--- config.mk ---
export PLATFORM = sky130hd
export DESIGN_NAME = des_key_schedule
export DESIGN_NICKNAME = d
export VERILOG_FILES = /design/src/rtl/des_key_schedule.sv
export SDC_FILE = /design/constraint.sdc
export NUM_CORES = 1
export LEC_CHECK = 0
export CORE_MARGIN = 3
export CORE_UTILIZATION = 45
export DETAILED_ROUTE_END_ITERATION = 8
export PLACE_DENSITY = 0.77
export REMOVE_ABC_BUFFERS = 1
export SLEW_MARGIN = 15
export SYNTH_ARGS = -nofsm -noshare
export SYNTH_HDL_FRONTEND = slang
export SYNTH_SLANG_ARGS = --single-unit
--- constraint.sdc ---
create_clock -name clk -period 6.5 [get_ports clk]
set_input_delay 0.65 -clock clk [delete_from_list [all_inputs] [get_ports clk]]
set_output_delay 0.65 -clock clk [all_outputs]
set_load 0.02 [all_outputs]
--- src/rtl/des_key_schedule.sv ---
// DES/3DES round-key generator: PC-1 per stage key, C/D rotation per round, PC-2 per subkey.
// Subkeys stream out over valid/ready in encrypt (K1..K16) or decrypt (K16..K1) order.
module des_key_schedule #(
  parameter int NUM_KEYS     = 1,
  parameter int PARITY_CHECK = 1
) (
  input  logic                   clk,
  input  logic                   rst_n,
  input  logic                   Start,
  input  logic                   Decrypt,
  input  logic [64*NUM_KEYS-1:0] KeyIn,
  output logic                   Busy,
  output logic [47:0]            SubKey,
  output logic                   SubKeyValid,
  input  logic                   SubKeyReady,
  output logic [3:0]             RoundIdx,
  output logic [1:0]             StageIdx,
  output logic                   Done,
  output logic                   ParityErr
);

  localparam int PC1 [56] = '{
    57, 49, 41, 33, 25, 17,  9,  1, 58, 50, 42, 34, 26, 18,
    10,  2, 59, 51, 43, 35, 27, 19, 11,  3, 60, 52, 44, 36,
    63, 55, 47, 39, 31, 23, 15,  7, 62, 54, 46, 38, 30, 22,
    14,  6, 61, 53, 45, 37, 29, 21, 13,  5, 28, 20, 12,  4};
  localparam int PC2 [48] = '{
    14, 17, 11, 24,  1,  5,  3, 28, 15,  6, 21, 10,
    23, 19, 12,  4, 26,  8, 16,  7, 27, 20, 13,  2,
    41, 52, 31, 37, 47, 55, 30, 40, 51, 45, 33, 48,
    44, 49, 39, 56, 34, 53, 46, 42, 50, 36, 29, 32};
  // Bit r-1 set when FIPS round r rotates by one position (rounds 1, 2, 9, 16).
  localparam logic [15:0] ONE_SHIFT = 16'b1000_0001_0000_0011;

  typedef enum logic [1:0] {IDLE, LOAD, RUN, DONE} state_t;

  state_t                  state_reg, state_next;
  logic [64*NUM_KEYS-1:0]  key_reg;
  logic                    dec_reg, parity_reg, stage_dec_reg;
  logic [1:0]              stage_cnt_reg, key_idx_reg;
  logic [3:0]              round_reg;
  logic [27:0]             c_reg, d_reg;

  logic [1:0]  load_idx;
  logic        load_dec, last_round, last_stage, hs, parity_in;
  logic [63:0] stage_key;
  logic [55:0] pc1_cd, cd_cur;
  logic [8*NUM_KEYS-1:0] byte_even;

  // Port bit 0 is FIPS bit 1, so a FIPS left rotation moves bits toward index 0.
  function automatic logic [27:0] rotl(input logic [27:0] v, input logic two);
    return two ? {v[1:0], v[27:2]} : {v[0], v[27:1]};
  endfunction

  function automatic logic [27:0] rotr(input logic [27:0] v, input logic two);
    return two ? {v[25:0], v[27:26]} : {v[26:0], v[27]};
  endfunction

  genvar gi;
  for (gi = 0; gi < 8*NUM_KEYS; gi++) begin : g_parity
    assign byte_even[gi] = ~^KeyIn[8*gi +: 8];
  end
  assign parity_in = (PARITY_CHECK != 0) && (|byte_even);

  // 3DES EDE: the middle stage always runs opposite to the overall direction.
  assign load_idx = dec_reg ? (2'(NUM_KEYS - 1) - stage_cnt_reg) : stage_cnt_reg;
  assign load_dec = dec_reg ^ (stage_cnt_reg == 2'd1);

  always_comb begin
    stage_key = key_reg[63:0];
    for (int k = 1; k < NUM_KEYS; k++)
      if (load_idx == 2'(k)) stage_key = key_reg[64*k +: 64];
  end

  for (gi = 0; gi < 56; gi++) begin : g_pc1
    assign pc1_cd[gi] = stage_key[PC1[gi]-1];
  end

  assign cd_cur = {d_reg, c_reg};
  for (gi = 0; gi < 48; gi++) begin : g_pc2
    assign SubKey[gi] = cd_cur[PC2[gi]-1];
  end

  assign last_round = stage_dec_reg ? (round_reg == 4'd0) : (round_reg == 4'd15);
  assign last_stage = (stage_cnt_reg == 2'(NUM_KEYS - 1));
  assign hs         = (state_reg == RUN) && SubKeyReady;

  always_ff @(posedge clk or negedge rst_n) begin
    if (!rst_n) state_reg <= IDLE;
    else        state_reg <= state_next;
  end

  always_comb begin
    state_next  = state_reg;
    Busy        = 1'b1;
    SubKeyValid = 1'b0;
    Done        = 1'b0;
    case (state_reg)
      IDLE: begin
        Busy = 1'b0;
        if (Start) state_next = LOAD;
      end
      LOAD: state_next = RUN;
      RUN: begin
        SubKeyValid = 1'b1;
        if (hs && last_round) state_next = last_stage ? DONE : LOAD;
      end
      DONE: begin
        Done       = 1'b1;
        state_next = IDLE;
      end
      default: state_next = IDLE;
    endcase
  end

  always_ff @(posedge clk or negedge rst_n) begin
    if (!rst_n) begin
      key_reg       <= '0;
      dec_reg       <= 1'b0;
      parity_reg    <= 1'b0;
      stage_dec_reg <= 1'b0;
      stage_cnt_reg <= 2'd0;
      key_idx_reg   <= 2'd0;
      round_reg     <= 4'd0;
      c_reg         <= '0;
      d_reg         <= '0;
    end else begin
      case (state_reg)
        IDLE: if (Start) begin
          key_reg       <= KeyIn;
          dec_reg       <= Decrypt;
          parity_reg    <= parity_in;
          stage_cnt_reg <= 2'd0;
        end
        LOAD: begin
          key_idx_reg   <= load_idx;
          stage_dec_reg <= load_dec;
          // Decrypt starts at C0/D0, which equals C16/D16 since the rotations total 28.
          if (load_dec) begin
            c_reg     <= pc1_cd[27:0];
            d_reg     <= pc1_cd[55:28];
            round_reg <= 4'd15;
          end else begin
            c_reg     <= rotl(pc1_cd[27:0], 1'b0);
            d_reg     <= rotl(pc1_cd[55:28], 1'b0);
            round_reg <= 4'd0;
          end
        end
        RUN: if (hs) begin
          if (!last_round) begin
            if (stage_dec_reg) begin
              c_reg     <= rotr(c_reg, ~ONE_SHIFT[round_reg]);
              d_reg     <= rotr(d_reg, ~ONE_SHIFT[round_reg]);
              round_reg <= round_reg - 4'd1;
            end else begin
              c_reg     <= rotl(c_reg, ~ONE_SHIFT[round_reg + 4'd1]);
              d_reg     <= rotl(d_reg, ~ONE_SHIFT[round_reg + 4'd1]);
              round_reg <= round_reg + 4'd1;
            end
          end else if (!last_stage) begin
            stage_cnt_reg <= stage_cnt_reg + 2'd1;
          end
        end
        default: ;
      endcase
    end
  end

  assign RoundIdx  = round_reg;
  assign StageIdx  = key_idx_reg;
  assign ParityErr = parity_reg;

endmodule

# ---- Yosys cells after proc, flatten, opt, wreduce, memory -nomap -nowiden
# Memory sizes are Yosys's and may differ from the RTL's.
# Cells that the tools add are included.
dict set report op_classes {
  add_sub_neg 4
  order_cmp 2
  n_eq_ne 11
  muxes 35
  bitwise_logic 1
  reduce_logical 20
}
# cell n
set ops {}
lappend ops {{two-way mux 28 bit} 12}
lappend ops {{case mux 28 bit (2 select lines)} 2}
lappend ops {{XNOR reduction 8 bit} 8}
lappend ops {{two-way mux 2 bit} 8}
lappend ops {{two-way mux 4 bit} 4}
lappend ops {{< comparator 4 x 5 -> 1 bit, second input constant} 2}
lappend ops {{inequality test 2 bit, second input constant} 5}
lappend ops {{case mux 2 bit (4 select lines)} 1}
lappend ops {{case mux 4 bit (2 select lines)} 1}
lappend ops {{OR reduction 8 bit} 1}
lappend ops {{two-way mux 1 bit} 6}
lappend ops {{AND reduction 5 bit} 1}
lappend ops {{adder 4 x 1 -> 4 bit, second input constant} 1}
lappend ops {{equality test 2 x 1 -> 1 bit, second input constant} 2}
lappend ops {{equality test 2 bit, second input constant} 2}
lappend ops {{equality test 4 bit, second input constant} 1}
lappend ops {{logical NOT 2 bit} 2}
lappend ops {{logical NOT 4 bit} 1}
lappend ops {{case mux 2 bit (2 select lines)} 1}
lappend ops {{AND reduction 2 bit} 2}
lappend ops {{nonzero test 2 bit} 2}
lappend ops {{subtractor 4 x 1 -> 4 bit, second input constant} 1}
lappend ops {{AND reduction 3 bit} 1}
lappend ops {{adder 2 x 1 -> 2 bit, second input constant} 1}
lappend ops {{4 further kinds} 5}
dict set report totals {
  regBits 132
  rom_bits 32
  in_bits 69
  elab_cells 85
  mem_count 2
}
# memory words word_bits rd rd_clocked_by_memory_dff wr line
set memory_table {}
lappend memory_table {{(no name shown)} 16 1 1 0 0 157} ;# d_reg <= rotl(d_reg, ~ONE_SHIFT[round_reg + 4'd1]);
lappend memory_table {{(no name shown)} 16 1 1 0 0 153} ;# d_reg <= rotr(d_reg, ~ONE_SHIFT[round_reg]);

# ---- Longest topological paths before layout
dict set report depth {
  depth_word 8
  ltp_mapped 9
}

# ---- Worst setup path before layout
# Ideal clock, no wire load.
dict set report synth_timing {
  kind {register -> register}
  start {register round_reg[0] (netlist: RoundIdx[0])}
  end {register c_reg[14]}
  setup_time_ns 0.147
  t_arrival_ns 2.337
  setup_slack_ns 4.016
  stages_incl_launch_ff 9
  path_buffers 2
  period_less_slack_ns 2.484
  path_cell_list {dfrtp_1 -> inv_1 -> ha_1 -> or4_4 -> buf_2 -> clkbuf_1 -> and2_1 -> a221oi_2 -> o41ai_2}
}
dict set report synth_via {
  elab_chain_len 8
}
# element line
set synth_lines {}
lappend synth_lines {{start: declaration} 41} ;# logic [3:0] round_reg;
lappend synth_lines {{start signal: assignment} 154} ;# round_reg <= round_reg - 4'd1;
lappend synth_lines {{start signal: assignment} 158} ;# round_reg <= round_reg + 4'd1;
lappend synth_lines {{adder 4 x 1 -> 4 bit} 156} ;# c_reg <= rotl(c_reg, ~ONE_SHIFT[round_reg + 4'd1]);
lappend synth_lines {{memory (16 x 1 bit)} -}
lappend synth_lines {{two-way mux 1 bit} -}
lappend synth_lines {{two-way mux 28 bit} 52} ;# return two ? {v[1:0], v[27:2]} : {v[0], v[27:1]};
lappend synth_lines {{two-way mux 28 bit} 151} ;# if (stage_dec_reg) begin
lappend synth_lines {{two-way mux 28 bit} 150} ;# if (!last_round) begin
lappend synth_lines {{two-way mux 28 bit} 149} ;# RUN: if (hs) begin
lappend synth_lines {{case mux 28 bit (2 select lines)} 128} ;# case (state_reg)
lappend synth_lines {{end signal: assignment} 140} ;# c_reg <= pc1_cd[27:0];
lappend synth_lines {{end signal: assignment} 152} ;# c_reg <= rotr(c_reg, ~ONE_SHIFT[round_reg]);
lappend synth_lines {{end signal: assignment} 156}
lappend synth_lines {{end: declaration} 42} ;# logic [27:0] c_reg, d_reg;
# Parallel ways exist; a longest one is shown, timed or not. The select of a mux whose other input is x is not followed.
# A chain may end at the register's enable or synchronous reset.

# ---- Worst setup path after layout
dict set report layout_timing {
  start {register round_reg[0] (netlist: RoundIdx[0])}
  end {register c_reg[4]}
}
# The elaborated chain is that of the path after synthesis.

==> summary.md <==
| Metric | Value |
|---|---|
| Commonest cells after routing, fill and taps aside | `nand2_1 (178), clkdlybuf4s50_1 (125), dfrtp_1 (123), inv_1 (62), o21ai_0 (62)` |
| Antenna violations before repair | `0` |
| TNS Setup | `0 ns` |
| Ports | `127` |
| CP Buf/Inv Count | `1` |
| Startpoint types | `flip-flop` |
| Unique cell type count in the Yosys netlist | `47` |
| Max VDD drop | `544 uV` |
| Antenna viol nets, final | `0` |
| Clk slew on worst S/H paths | `0.06 ns` |
| Clk root buf | `clkbuf_16` |
| Pleak | `4.52 nW` |
| Tcrit/Tclk final | `0.546` |
| Pwr Density | `just under 600 nW/um^2` |
| CTS Hold Bufs | `0` |
| Most common cell after layout, fill and taps aside | `nand2_1` |
| Clock skew | `0.00520 ns` |
| Synth Register Bits | `125` |
| Pins Over Slew Limit | `0` |
| FF/Latch Area | `3130 sq um` |
| IO Port Bufs | `126` |
| Later-pin clock latency in the skew report | `0.42 ns` |
| Sink Count | `125` |
| Area taken by multi-input logic gates | `5300 sq um` |
| Synth Area in Compound Gates | `0.291` |
| Die area | `22800 sq um` |
| Final Critical Period | `3.55 ns` |
| Status | `finished clean` |
| Layout Nets | `1115` |
| WS Path Type | `reg -> reg` |
| Drt pass-1 iters | `5` |
| Xor and xnor area share after synthesis | `0.0554` |
| Mux cell area share after synthesis | `0.0709` |
| Synth-to-Final Area Change | `16.7%` |
| Main combinational cell family by area after synthesis | `compound AO/OA/AOI/OAI gates` |
| Via count | `8030` |
| Clock buffer depth | `2` |
| RSZ-0062 raised after global routing | `no` |
| Primary FF master, synth | `dfrtp_1` |
| Post-Syn Area per Cell | `9.25 sq um` |
| CTS Buf Count | `17` |
| Cell Area, Synth | `between 9000 and 10000 sq um` |
| Slew headroom | `0.293` |
| Residual DRC count | `0` |
| Post-CTS sizing | `0` |
| Post-synth ARST share | `1.00` |
| GRT overflow | `0` |
| Simple-Gate Fraction of Synth Area | `0.127` |
| # rows | `between 50 and 60` |
| Critical path origin | `RoundIdx[0]` |
| Layout Utilization | `0.540` |
| Largest delay share family, worst path | `compound AO/OA/AOI/OAI gates` |
| HPWL Detailed | `approximately 16000 um` |
| Die width | `151 um` |
| Fraction of layout cells with a size suffix above 1 | `0.188` |
| CP required | `slightly below 7 ns` |
| Placer Congestion | `0.820` |
| Post-synth EDFFs | `0` |
| Crit path largest cell delay | `between 0.9 and 1 ns` |
| Post-synthesis sequential area ratio | `0.330` |
| Critical Path AT | `3.84 ns` |
| Die height | `151 um` |
| Largest register FFs | `56` |
| Hold Vio Cnt, Final | `0` |
| Maxcap violations | `0` |
| Critical Path Sink Type | `flip-flop` |
| Synthesized instance count | `1025` |
| CTS tree | `built` |
| Synth warn | `0` |
| Worst Reg-to-Reg Cells | `6` |
| Crit-path slowest cell | `a21bo_4` |
| DR vias/cell | `between 6 and 7` |
| Diode count | `0` |
| CP Max Fanout | `57` |
| Initial core utilization | `0.462` |
| Dpl ws | `2.99 ns` |
| Overall Global Routing Usage | `0.231` |
| Postcts setup bufs | `0` |
| Number of H-tree levels | `4` |
| F_max | `282 MHz` |
| WL/cell | `20.0 um` |
| Tot Pwr | `6.54 mW` |
| Worst reg2reg startpoint | `RoundIdx[0]` |
| Hold WC Path Type | `in -> async` |
| Worst Tran Pin Value | `1.06 ns` |
| Largest net degree at the start of global routing | `74` |
| Drt initial violations | `around 820` |
| First-pass GRT wire length | `between 40000 and 50000 um` |
| Final setup margin | `2.95 ns` |
| Final setup viols | `0` |
| Fillers | `1757` |
| Worst hold slack | `0.367 ns` |
| Vias in the first global route | `7633` |
| Area of the core | `~20000 sq um` |
| Adder-cell share of the synthesized area | `0.00792` |
| Worst path cell trace | `inv_1 > ha_1 > or4_4 > a21bo_4 > a221oi_1 > o41ai_1` |
| Crit path depth | `6` |
| DRT Wirelength | `between 20000 and 30000 um` |
==> cells in the mapped netlist (3+ instances only) <==
cell type	n	share of area
o31ai_1	3	0.0024
o22ai_1	3	0.0020
mux2_2	57	0.068
inv_1	63	0.025
o41ai_2	40	0.069
ha_1	6	0.0079
buf_6	3	0.0036
o41ai_1	16	0.015
nor2_1	8	0.0032
a221oi_1	16	0.015
xnor2_1	56	0.052
buf_2	24	0.013
nand2_1	179	0.071
and2_1	58	0.038
a32oi_1	56	0.052
a221oi_2	40	0.063
clkbuf_1	56	0.022
mux2i_1	3	0.0032
a21oi_1	59	0.031
dfrtp_1	125	0.33
o21ai_0	62	0.033
xor2_1	4	0.0037
buf_4	53	0.042
buf_12	5	0.011
==> logic make-up after synthesis <==
family / count (synthesis)
compound gates: 304
simple gates: 263
buf+inv: 207
flops: 125
xor+xnor: 60
mux: 60
fa+ha+maj: 6
==> final timing paths <==
path | slack (ns) | endpoint
worst min-delay path | 0.37 | key_reg[20]
max in group asynchronous | 4.81 | c_reg[5]
min in group clk | 0.48 | StageIdx[1]
worst max-delay path | 2.95 | c_reg[4]
worst max register to register | 2.95 | c_reg[4]
worst min register to register | 0.48 | StageIdx[1]
==> through the flow <==
stage | area [sq um] | instances
final | 11100 | 1323
after detailed placement | 10400 | 1290
after global placement | 10400 | 1290
after CTS | 11000 | 1322
after floorplan | 8610 | 882
after global routing | 11100 | 1323
==> where the power goes <==
part,switching [mW],internal (mW),total [mW]
sequential,0.468,1.13,1.60
clock,0.359,0.738,1.10
combinational,2.36,1.48,3.84
==> routing by layer <==
metal / part of all wire / global-route usage
met5: 0 / 0
met4: 0.027 / 0.0843
met3: 0.065 / 0.0446
met2: 0.48 / 0.360
met1: 0.43 / 0.320
==> area by class of cell <==
cell class                      instances  area share
Multi-Input combinational cell        693       0.479
Tap cell                              270      0.0305
Sequential cell                       125       0.283
Clock buffer                           21      0.0416
Clock inverter                         11      0.0192
Timing Repair Buffer                  139       0.124
Inverter                               64      0.0217
(Power assumes the default switching activity.)
